[config.mk]
export PLATFORM = sky130hd
export DESIGN_NAME = mem_port_arbiter
export DESIGN_NICKNAME = d
export VERILOG_FILES = /design/src/rtl/mem_port_arbiter_pkg.sv /design/src/rtl/mem_port_arbiter_starve.sv /design/src/rtl/mem_port_arbiter.sv
export SDC_FILE = /design/constraint.sdc
export NUM_CORES = 1
export LEC_CHECK = 0
export ABC_CLOCK_PERIOD_IN_PS = 2600
export CAP_MARGIN = 20
export CORE_AREA = 8 8 188 190
export CTS_CLUSTER_SIZE = 30
export DETAILED_ROUTE_END_ITERATION = 10
export DIE_AREA = 0 0 196 198
export PLACE_DENSITY_LB_ADDON = 0.05
export REMOVE_ABC_BUFFERS = 1
export SETUP_SLACK_MARGIN = 0.02
export SLEW_MARGIN = 30
export SYNTH_ARGS = -nofsm -noshare
export SYNTH_HDL_FRONTEND = slang
export SYNTH_SLANG_ARGS = --single-unit
export TNS_END_PERCENT = 10
[constraint.sdc]
create_clock -name clk -period 2.6 [get_ports clk]
set_clock_uncertainty 0.1 [all_clocks]
set_input_delay 0.65 -clock clk [delete_from_list [all_inputs] [get_ports clk]]
set_output_delay 0.65 -clock clk [all_outputs]
set_load 0.05 [all_outputs]
[src/rtl/mem_port_arbiter_pkg.sv]
// Shared encodings for the memory port arbiter: arbiter states and memType (funct3) codes.
// Pure declarations; no timing or backpressure behaviour of its own.
package mem_port_arbiter_pkg;

  typedef enum logic [2:0] {
    ARB_IDLE   = 3'd0,
    ARB_REQ_I  = 3'd1,
    ARB_REQ_D  = 3'd2,
    ARB_WAIT_I = 3'd3,
    ARB_WAIT_D = 3'd4
  } arb_state_e;

  localparam logic [2:0] MT_LB  = 3'b000;
  localparam logic [2:0] MT_LH  = 3'b001;
  localparam logic [2:0] MT_LW  = 3'b010;
  localparam logic [2:0] MT_LD  = 3'b011;
  localparam logic [2:0] MT_LBU = 3'b100;
  localparam logic [2:0] MT_LHU = 3'b101;
  localparam logic [2:0] MT_LWU = 3'b110;

  // STARVE_MAX is limited to 1..15, so four bits always suffice.
  localparam int STARVE_CNT_W = 4;

endpackage

[src/rtl/mem_port_arbiter_starve.sv]
// Saturating count of data grants that were taken while fetch was waiting; clear has priority.
// Registered count, so at_max_o reflects grants made in earlier cycles only.
module arb_starve_counter
  import mem_port_arbiter_pkg::*;
#(
  parameter int MAX = 4
) (
  input  logic clk,
  input  logic reset,
  input  logic clr_i,
  input  logic inc_i,
  output logic at_max_o
);

  localparam logic [STARVE_CNT_W-1:0] MAX_V = STARVE_CNT_W'(MAX);

  logic [STARVE_CNT_W-1:0] cnt_q, cnt_d;

  always_comb begin
    cnt_d = cnt_q;
    if (clr_i) begin
      cnt_d = '0;
    end else if (inc_i && (cnt_q != MAX_V)) begin
      cnt_d = cnt_q + 1'b1;
    end
  end

  always_ff @(posedge clk or negedge reset) begin
    if (!reset) begin
      cnt_q <= '0;
    end else begin
      cnt_q <= cnt_d;
    end
  end

  assign at_max_o = (cnt_q == MAX_V);

endmodule

[src/rtl/mem_port_arbiter.sv]
// Shares one single-port memory between fetch and load/store, one transaction at a time.
// Grant is combinational, m_* follow one cycle later; m_ready stalls REQ_x, responses pass straight through.
module mem_port_arbiter
  import mem_port_arbiter_pkg::*;
#(
  parameter int ADDR_W     = 64,
  parameter int DATA_W     = 64,
  parameter int MTYPE_W    = 3,
  parameter int STARVE_MAX = 4
) (
  input  logic               clk,
  input  logic               reset,
  input  logic               if_req,
  input  logic [ADDR_W-1:0]  if_addr,
  input  logic               if_kill,
  output logic               if_gnt,
  output logic               if_rvalid,
  output logic [31:0]        if_rdata,
  input  logic               d_req,
  input  logic               d_we,
  input  logic [MTYPE_W-1:0] d_type,
  input  logic [ADDR_W-1:0]  d_addr,
  input  logic [DATA_W-1:0]  d_wdata,
  output logic               d_gnt,
  output logic               d_rvalid,
  output logic [DATA_W-1:0]  d_rdata,
  output logic               m_req,
  output logic               m_we,
  output logic [MTYPE_W-1:0] m_type,
  output logic [ADDR_W-1:0]  m_addr,
  output logic [DATA_W-1:0]  m_wdata,
  input  logic               m_ready,
  input  logic               m_rvalid,
  input  logic [DATA_W-1:0]  m_rdata,
  output logic               busy,
  output logic               protocol_err
);

  arb_state_e         state_q, state_d;
  logic               m_we_q, m_we_d;
  logic [MTYPE_W-1:0] m_type_q, m_type_d;
  logic [ADDR_W-1:0]  m_addr_q, m_addr_d;
  logic [DATA_W-1:0]  m_wdata_q, m_wdata_d;
  logic               kill_q, kill_d;
  logic               perr_q, perr_d;

  logic in_wait, resp, arb_en, fetch_win, data_win, fetch_own, starve_max;

  assign in_wait   = (state_q == ARB_WAIT_I) || (state_q == ARB_WAIT_D);
  assign resp      = in_wait && m_rvalid;
  // Reset gates arbitration so no grant can leak out while reset is held.
  assign arb_en    = reset && ((state_q == ARB_IDLE) || resp);
  assign fetch_win = arb_en && if_req && !if_kill && (!d_req || starve_max);
  assign data_win  = arb_en && d_req && !fetch_win;
  assign fetch_own = (state_q == ARB_REQ_I) || (state_q == ARB_WAIT_I);

  arb_starve_counter #(.MAX(STARVE_MAX)) u_starve (
    .clk      (clk),
    .reset    (reset),
    .clr_i    (!if_req || fetch_win),
    .inc_i    (data_win && if_req),
    .at_max_o (starve_max)
  );

  always_comb begin
    state_d   = state_q;
    m_we_d    = m_we_q;
    m_type_d  = m_type_q;
    m_addr_d  = m_addr_q;
    m_wdata_d = m_wdata_q;
    kill_d    = kill_q;
    perr_d    = perr_q || (m_rvalid && !in_wait);

    case (state_q)
      ARB_IDLE:   ;
      ARB_REQ_I:  if (m_ready) state_d = ARB_WAIT_I;
      ARB_REQ_D:  if (m_ready) state_d = ARB_WAIT_D;
      ARB_WAIT_I,
      ARB_WAIT_D: if (m_rvalid) state_d = ARB_IDLE;
      default:    state_d = ARB_IDLE;
    endcase

    // A grant in the response cycle overrides the return to IDLE.
    if (fetch_win) begin
      state_d   = ARB_REQ_I;
      m_we_d    = 1'b0;
      m_type_d  = MTYPE_W'(MT_LW);
      m_addr_d  = if_addr;
      m_wdata_d = '0;
    end else if (data_win) begin
      state_d   = ARB_REQ_D;
      m_we_d    = d_we;
      m_type_d  = d_type;
      m_addr_d  = d_addr;
      m_wdata_d = d_wdata;
    end

    if ((state_q == ARB_WAIT_I) && m_rvalid) begin
      kill_d = 1'b0;
    end else if (if_kill && fetch_own) begin
      kill_d = 1'b1;
    end
  end

  always_ff @(posedge clk or negedge reset) begin
    if (!reset) begin
      state_q   <= ARB_IDLE;
      m_we_q    <= 1'b0;
      m_type_q  <= '0;
      m_addr_q  <= '0;
      m_wdata_q <= '0;
      kill_q    <= 1'b0;
      perr_q    <= 1'b0;
    end else begin
      state_q   <= state_d;
      m_we_q    <= m_we_d;
      m_type_q  <= m_type_d;
      m_addr_q  <= m_addr_d;
      m_wdata_q <= m_wdata_d;
      kill_q    <= kill_d;
      perr_q    <= perr_d;
    end
  end

  assign if_gnt       = fetch_win;
  assign d_gnt        = data_win;
  assign m_req        = (state_q == ARB_REQ_I) || (state_q == ARB_REQ_D);
  assign m_we         = m_we_q;
  assign m_type       = m_type_q;
  assign m_addr       = m_addr_q;
  assign m_wdata      = m_wdata_q;
  assign busy         = (state_q != ARB_IDLE);
  assign protocol_err = perr_q;

  // A kill arriving in the response cycle itself still suppresses that response.
  assign if_rvalid = (state_q == ARB_WAIT_I) && m_rvalid && !kill_q && !if_kill;
  assign d_rvalid  = (state_q == ARB_WAIT_D) && m_rvalid;
  assign d_rdata   = reset ? m_rdata : '0;
  assign if_rdata  = !reset ? 32'h0 : (m_addr_q[2] ? m_rdata[32 +: 32] : m_rdata[0 +: 32]);

endmodule

Word-level counts from Yosys, hierarchy flattened
Index checks and enable logic that the tools add are counted.
{ "totals": {"inputBits": 267, "output_inout_bits": 235, "ff_bits": 141, "word_cells": 75} }
{ "op_classes": {"n_reduce_logical": 35, "n_eq_ne": 10, "muxes": 21, "add_sub_neg": 1} }
{ "op_table": {"columns": ["op", "n"], "rows": [
  ["two-way mux 64 bit", 5],
  ["two-way mux 32 bit", 2],
  ["two-way mux 3 bit", 7],
  ["logical AND 1 bit", 15],
  ["inequality test 4 bit, second input constant", 3],
  ["one-hot mux 3 bit (4 select lines)", 1],
  ["two-way mux 4 bit", 2],
  ["logical OR 1 bit", 7],
  ["== test 3 x 2 -> 1 bit, second input constant", 2],
  ["logical NOT 1 bit", 6],
  ["nonzero test 2 bit", 3],
  ["adder 4 x 1 -> 4 bit, second input constant", 1],
  ["== test 4 x 3 -> 1 bit, second input constant", 1],
  ["two-way mux 1 bit", 4],
  ["inequality test 4 x 3 -> 1 bit, second input constant", 1],
  ["AND reduction 4 bit", 1],
  ["== test 3 x 1 -> 1 bit, second input constant", 1],
  ["== test 3 bit, second input constant", 1],
  ["logical NOT 3 bit", 1],
  ["inequality test 3 bit, second input constant", 1],
  ["nonzero test 3 bit", 1],
  ["OR reduction 2 bit", 1]
]} }

Longest topological paths before layout
Gate-level depths: netlist (run 1).
{ "logic_depth": {"depth_word": 14, "ltp_mapped": 8, "mapped_depth_nobuf": 6} }

Modules after synthesis
A second synthesis (run 1) with hierarchy kept.
{ "unflattened": {"cells_unflattened": 588, "area_unflattened_um2": 6587.6} }
{ "by_module_without_submodules": {"columns": ["mod", "instances", "seq_area_each_um2", "area_per_inst_um2", "cells_per_inst"], "rows": [
  ["mem_port_arbiter", 1, 3428.3, 6353.6, 564],
  ["arb_starve_counter", 1, 100.1, 234.0, 24]
]} }

Least setup slack after synthesis (run 1)
No wires, ideal clock.
{ "synth_path": {"path_kind": "register to output", "start": "register m_addr_q[2], in the netlist m_addr[2]", "end": "output port if_rdata[10]", "arrival_ns": 2.177, "t_required_ns": 1.850, "path_slack_ns": -0.327, "path_stages_with_launch": 5, "path_buffers": 2, "cell_sequence": "dfrtp_1 -> clkbuf_1 -> clkbuf_1 -> mux2i_1 -> nor2_1"} }
{ "synth_via": {"elab_chain_cells": 2} }
{ "synth_lines": {"columns": ["element", "line_no", "source"], "rows": [
  ["from (decl)", "mem_port_arbiter.sv:42", "logic [ADDR_W-1:0] m_addr_q, m_addr_d;"],
  ["from (signal assigned)", "mem_port_arbiter.sv:118", "m_addr_q <= m_addr_d;"],
  ["two-way mux 32 bit (2 in a row)", "mem_port_arbiter.sv:139", "assign if_rdata = !reset ? 32'h0 : (m_addr_q[2] ? m_rdata[32 +: 32] : m_rdata[0 +: 32]);"],
  ["to (decl)", "mem_port_arbiter.sv:18", "output logic [31:0] if_rdata,"]
]} }
No other way between the ends.

Final worst setup path (run 1)
{ "layout_path": {"start": "register state_q[2]", "end": "output port d_gnt"} }
{ "layout_via": {"elab_chain_cells": 10, "word_cells_on_any_way": 13, "classes_between": "eq/ne: 2; reduce/logical: 11"} }
{ "layout_lines": {"columns": ["element", "line_no", "source"], "rows": [
  ["from (decl)", "mem_port_arbiter.sv:39", "arb_state_e state_q, state_d;"],
  ["from (signal assigned)", "mem_port_arbiter.sv:115", "state_q <= state_d;"],
  ["== test 3 x 2 -> 1 bit / == test 3 bit (equally long branches)", "mem_port_arbiter.sv:49", "assign in_wait = (state_q == ARB_WAIT_I) || (state_q == ARB_WAIT_D);"],
  ["logical OR 1 bit", "mem_port_arbiter.sv:49", null],
  ["logical AND 1 bit", "mem_port_arbiter.sv:50", "assign resp = in_wait && m_rvalid;"],
  ["logical OR 1 bit *", "mem_port_arbiter.sv:52", "assign arb_en = reset && ((state_q == ARB_IDLE) || resp);"],
  ["logical AND 1 bit *", "mem_port_arbiter.sv:52", null],
  ["logical AND 1 bit (3 in a row)", "mem_port_arbiter.sv:53", "assign fetch_win = arb_en && if_req && !if_kill && (!d_req || starve_max);"],
  ["logical NOT 1 bit", "mem_port_arbiter.sv:54", "assign data_win = arb_en && d_req && !fetch_win;"],
  ["logical AND 1 bit *", "mem_port_arbiter.sv:54", null],
  ["to (decl)", "mem_port_arbiter.sv:24", "output logic d_gnt,"]
]} }
Mark *: on every way between the ends. The rest lies on a longest branch, timed or not.

==> metrics.md, run 1 <==
| Metric | Value |
|---|---|
| Via count of the first global-routing pass | 7857 |
| Post-synthesis mux area share | 13.9% |
| Fin worst setup slack | -0.000997 ns |
| Hold WC Path Type | input pin to async pin |
| Final setup vio count | 1 |
| Die height | 198 µm |
| Fmax | 384 MHz |
| Gr ovfl total | 0 |
| Share of layout cells above drive strength 1 | 16.5% |
| Area grow syn2layout | 106% |
| Hold WS | 0.113 ns |
| Critical Path Start Type | flop |
| CTS tree | done |
| Post-Synth XOR/XNOR Area | 0.125% |
| Total track usage | a little under a fifth |
| Nets | roughly 1400 |
| Worst VDD drop | roughly 620 µV |
| Fin crit period | 2.60 ns |
| Tcrit/Tclk final | 100% |
| Register area share after synthesis | approximately half |
| Worst EP arrival | 1.85 ns |
| RSZ-0062 raised after global routing | true |
| Synth async-reset ratio | 100% |
| Post-Syn Area per Cell | 10.6 µm² |
| Most common cell in the synthesized netlist | dfrtp_1 |
| Clk Latency, worst-skew pair | 0.43 ns |
| DR iter-0 viols | 238 |
| PwrDens | 1140 nW/µm² |
| Compound-Gate Fraction of Synth Area | 20.6% |
| Synth area leader | dfrtp_1 |
| Failing checks | setup timing |
| Critical path class | flop to output port |
| Post-DP HPWL | 29.0 mm |
| Mapped Area | 6980 µm² |
| Root Buffer | clkbuf_16 |
| DR vias | 7155 |
| Via/cell ratio | between 4 and 5 |
| # hold bufs at CTS | 0 |
| Filler Cell Count | 3025 |
| WP buf/inv | 2 |
| Crit Path Max Fanout | 4 |
| ANT nets after route | 0 |
| Final TNS setup | -0.000997 ns |
| Num CTS Buffers | 17 |
| Clock sinks | roughly 140 |
| Ys flop type | dfrtp_1 |
| EDFF count, synth | 0 |
| Maximum number of pins on one net before global-route repair | 70 |
| Worst Tran Pin Value | 0.841 ns |
| Yosys cell types | 44 |
| Slowest cell on crit path | dfrtp_2 |
| Initial antenna violation count | 2 |
| Ys Warns | 0 |
| Synth Area in Adders | 0.359% |
| Fin. max-slew vios | 0 |
| Leak | 6.05 nW |
| I/O pin count | 502 |
| H-tree levels | 4 |
| Final Hold Viols | 0 |
| Critical Path RT | around 1.9 ns |
| Max_cap viols | 0 |
| Final core occ | between 40% and 50% |
| Worst path top cell family by delay | flip-flops |
| Top post-synthesis cells by area | dfrtp_1 51%, mux2i_1 14%, o21ai_0 9.0% |
| Core Rows | 66 |
| Die width | roughly 200 µm |
| Mapped Cells | 661 |
| Post-synthesis simple-gate area fraction | approximately a tenth |
| Routed wire length per instance | 22.9 µm |
| R2r setup slk | 0.41 ns |
| Top cells by count, synth | 141 x dfrtp_1, 126 x o21ai_0, 97 x mux2i_1 |
| Run status | finished, violations left |
| CP Capture Type | output port |
| Final non-filler cell total | 1589 |
| Share of the synthesized area in the top cell type | between 50 and 60% |
| Cell Count Post-Placement | about 1500 |
| Die area | between 30000 and 40000 µm² |
| # port buffers | between 500 and 600 |
| Final wirelength | 36.5 mm |
| DRC viols | 0 |
| Pre-CTS WS | -0.284 ns |
| Drt pass-1 iters | 4 |
| Critical path cell sequence | nor2b_1 > o31a_2 > nor4_4 > buf_6 > buf_12 |
| Core Footprint | 32200 µm² |
| Initial Util | 21.7% |
| First-pass GRT wire length | 53.4 mm |
| Worst path max stage delay | 0.42 ns |
| Main combinational cell family by area after synthesis | compound AO/OA/AOI/OAI gates |
| Placer congestion estimate | 0.756 |
| #FFs+latches synth | ~140 |
| Clock buffer depth | 2 |
| Reg clk slew, reported paths | 0.07 ns |
| Max-slew headroom | 43.9% |
-- area by class of cell --
class / instances / area [µm²] / share of cell area [%]
Antenna cell: 2 / 5.00 / 0.0348
Clock buffer: 18 / 429 / 2.98
Clock inverter: 14 / 180 / 1.25
Inverter: 7 / 26.3 / 0.183
Multi-Input combinational cell: 452 / 3220 / 22.4
Sequential cell: 141 / 3530 / 24.6
Tap cell: 408 / 510 / 3.55
Timing Repair Buffer: 547 / 6480 / 45.1
-- through the flow --
step           power, mW  area [µm²]
3_5_place_dp        13.9       13700
6_report            16.3       14400
5_1_grt             17.2       14400
4_1_cts             16.6       14400
2_1_floorplan       9.51        6720
3_3_place_gp        13.9       13700
-- worst register-to-register path, delay by kind of cell, from the launching register on --
| family | cells | cell delay [ns] |
|---|---|---|
| fa+ha+maj | 1 | 0.13 |
| compound gates | 2 | 0.34 |
| flops | 1 | 0.37 |
| buf+inv | 3 | 0.65 |
| mux | 1 | 0.31 |
| simple gates | 1 | 0.17 |
-- state kept, by name, indices dropped and copies added, names as in the netlist --
name            count
m_addr             64
state_q             3
protocol_err        1
m_we                1
m_wdata            64
m_type              3
kill_q              1
u_starve.cnt_q      4
-- placed cells by master (no fill, tap or decap), types with 5 or more instances in the layout --
| master | count |
|---|---|
| clkdlybuf4s50_1 | 392 |
| mux2i_1 | 97 |
| inv_6 | 5 |
| nor3_1 | 6 |
| dfrtp_1 | 139 |
| o21ai_0 | 125 |
| buf_12 | 110 |
| buf_4 | 39 |
| inv_1 | 5 |
| a22o_1 | 67 |
| nor2_1 | 38 |
| and2_1 | 65 |
| clkbuf_16 | 17 |
-- timing repair --
item,4_1_cts,5_1_grt
pin swaps,3,1
buffers inserted,6,1
resized for setup,12,0
setup endpoints to repair,3,2
-- kinds of logic (layout without fill, tap and decap cells) --
logic type | Yosys count | in the layout
AOI/OAI and AO/OA | 222 | 222
xor gates and xnor gates | 1 | 1
adders and majority gates | 2 | 2
buffers and inverters | 68 | 586
DFF | 141 | 141
muxes | 97 | 97
other | 0 | 2
and+or+nand+nor | 130 | 130
-- report_power, final --
part	total, mW	internal, mW	leakage, nW	switching, mW
sequential	3.74	3.19	1.78	0.549
combinational	10.0	3.67	3.98	6.37
clock	2.56	1.53	0.292	1.03
-- per-layer routing --
metal  share of wire, %  track usage (%)
met5                  0                0
met4                1.4             4.77
met3                9.7             7.91
met2                 52             33.0
met1                 37             19.5
-- worst paths after layout --
path | depth (start not counted) | end | startpoint
setup / recovery | 5 | d_gnt | state_q[2]
hold / removal | 2 | state_q[1] | reset
setup reg to reg | 8 | m_addr[52] | u_starve.cnt_q[1]
hold reg to reg | 1 | protocol_err | protocol_err
max in group asynchronous | 3 | state_q[2] | reset
min in group clk | 1 | protocol_err | protocol_err
No activity file was read; power rests on OpenSTA's default activity.
==> inputs of run 2 (changes only) <==
--- a/config.mk
+++ b/config.mk
@@ -13,7 +13,6 @@
 export DIE_AREA = 0 0 196 198
 export PLACE_DENSITY_LB_ADDON = 0.05
 export REMOVE_ABC_BUFFERS = 1
-export SETUP_SLACK_MARGIN = 0.02
 export SLEW_MARGIN = 30
 export SYNTH_ARGS = -nofsm -noshare
 export SYNTH_HDL_FRONTEND = slang
==> results of run 2 <==
No change in the layout: final DEF, timing and power equal those of run 1.
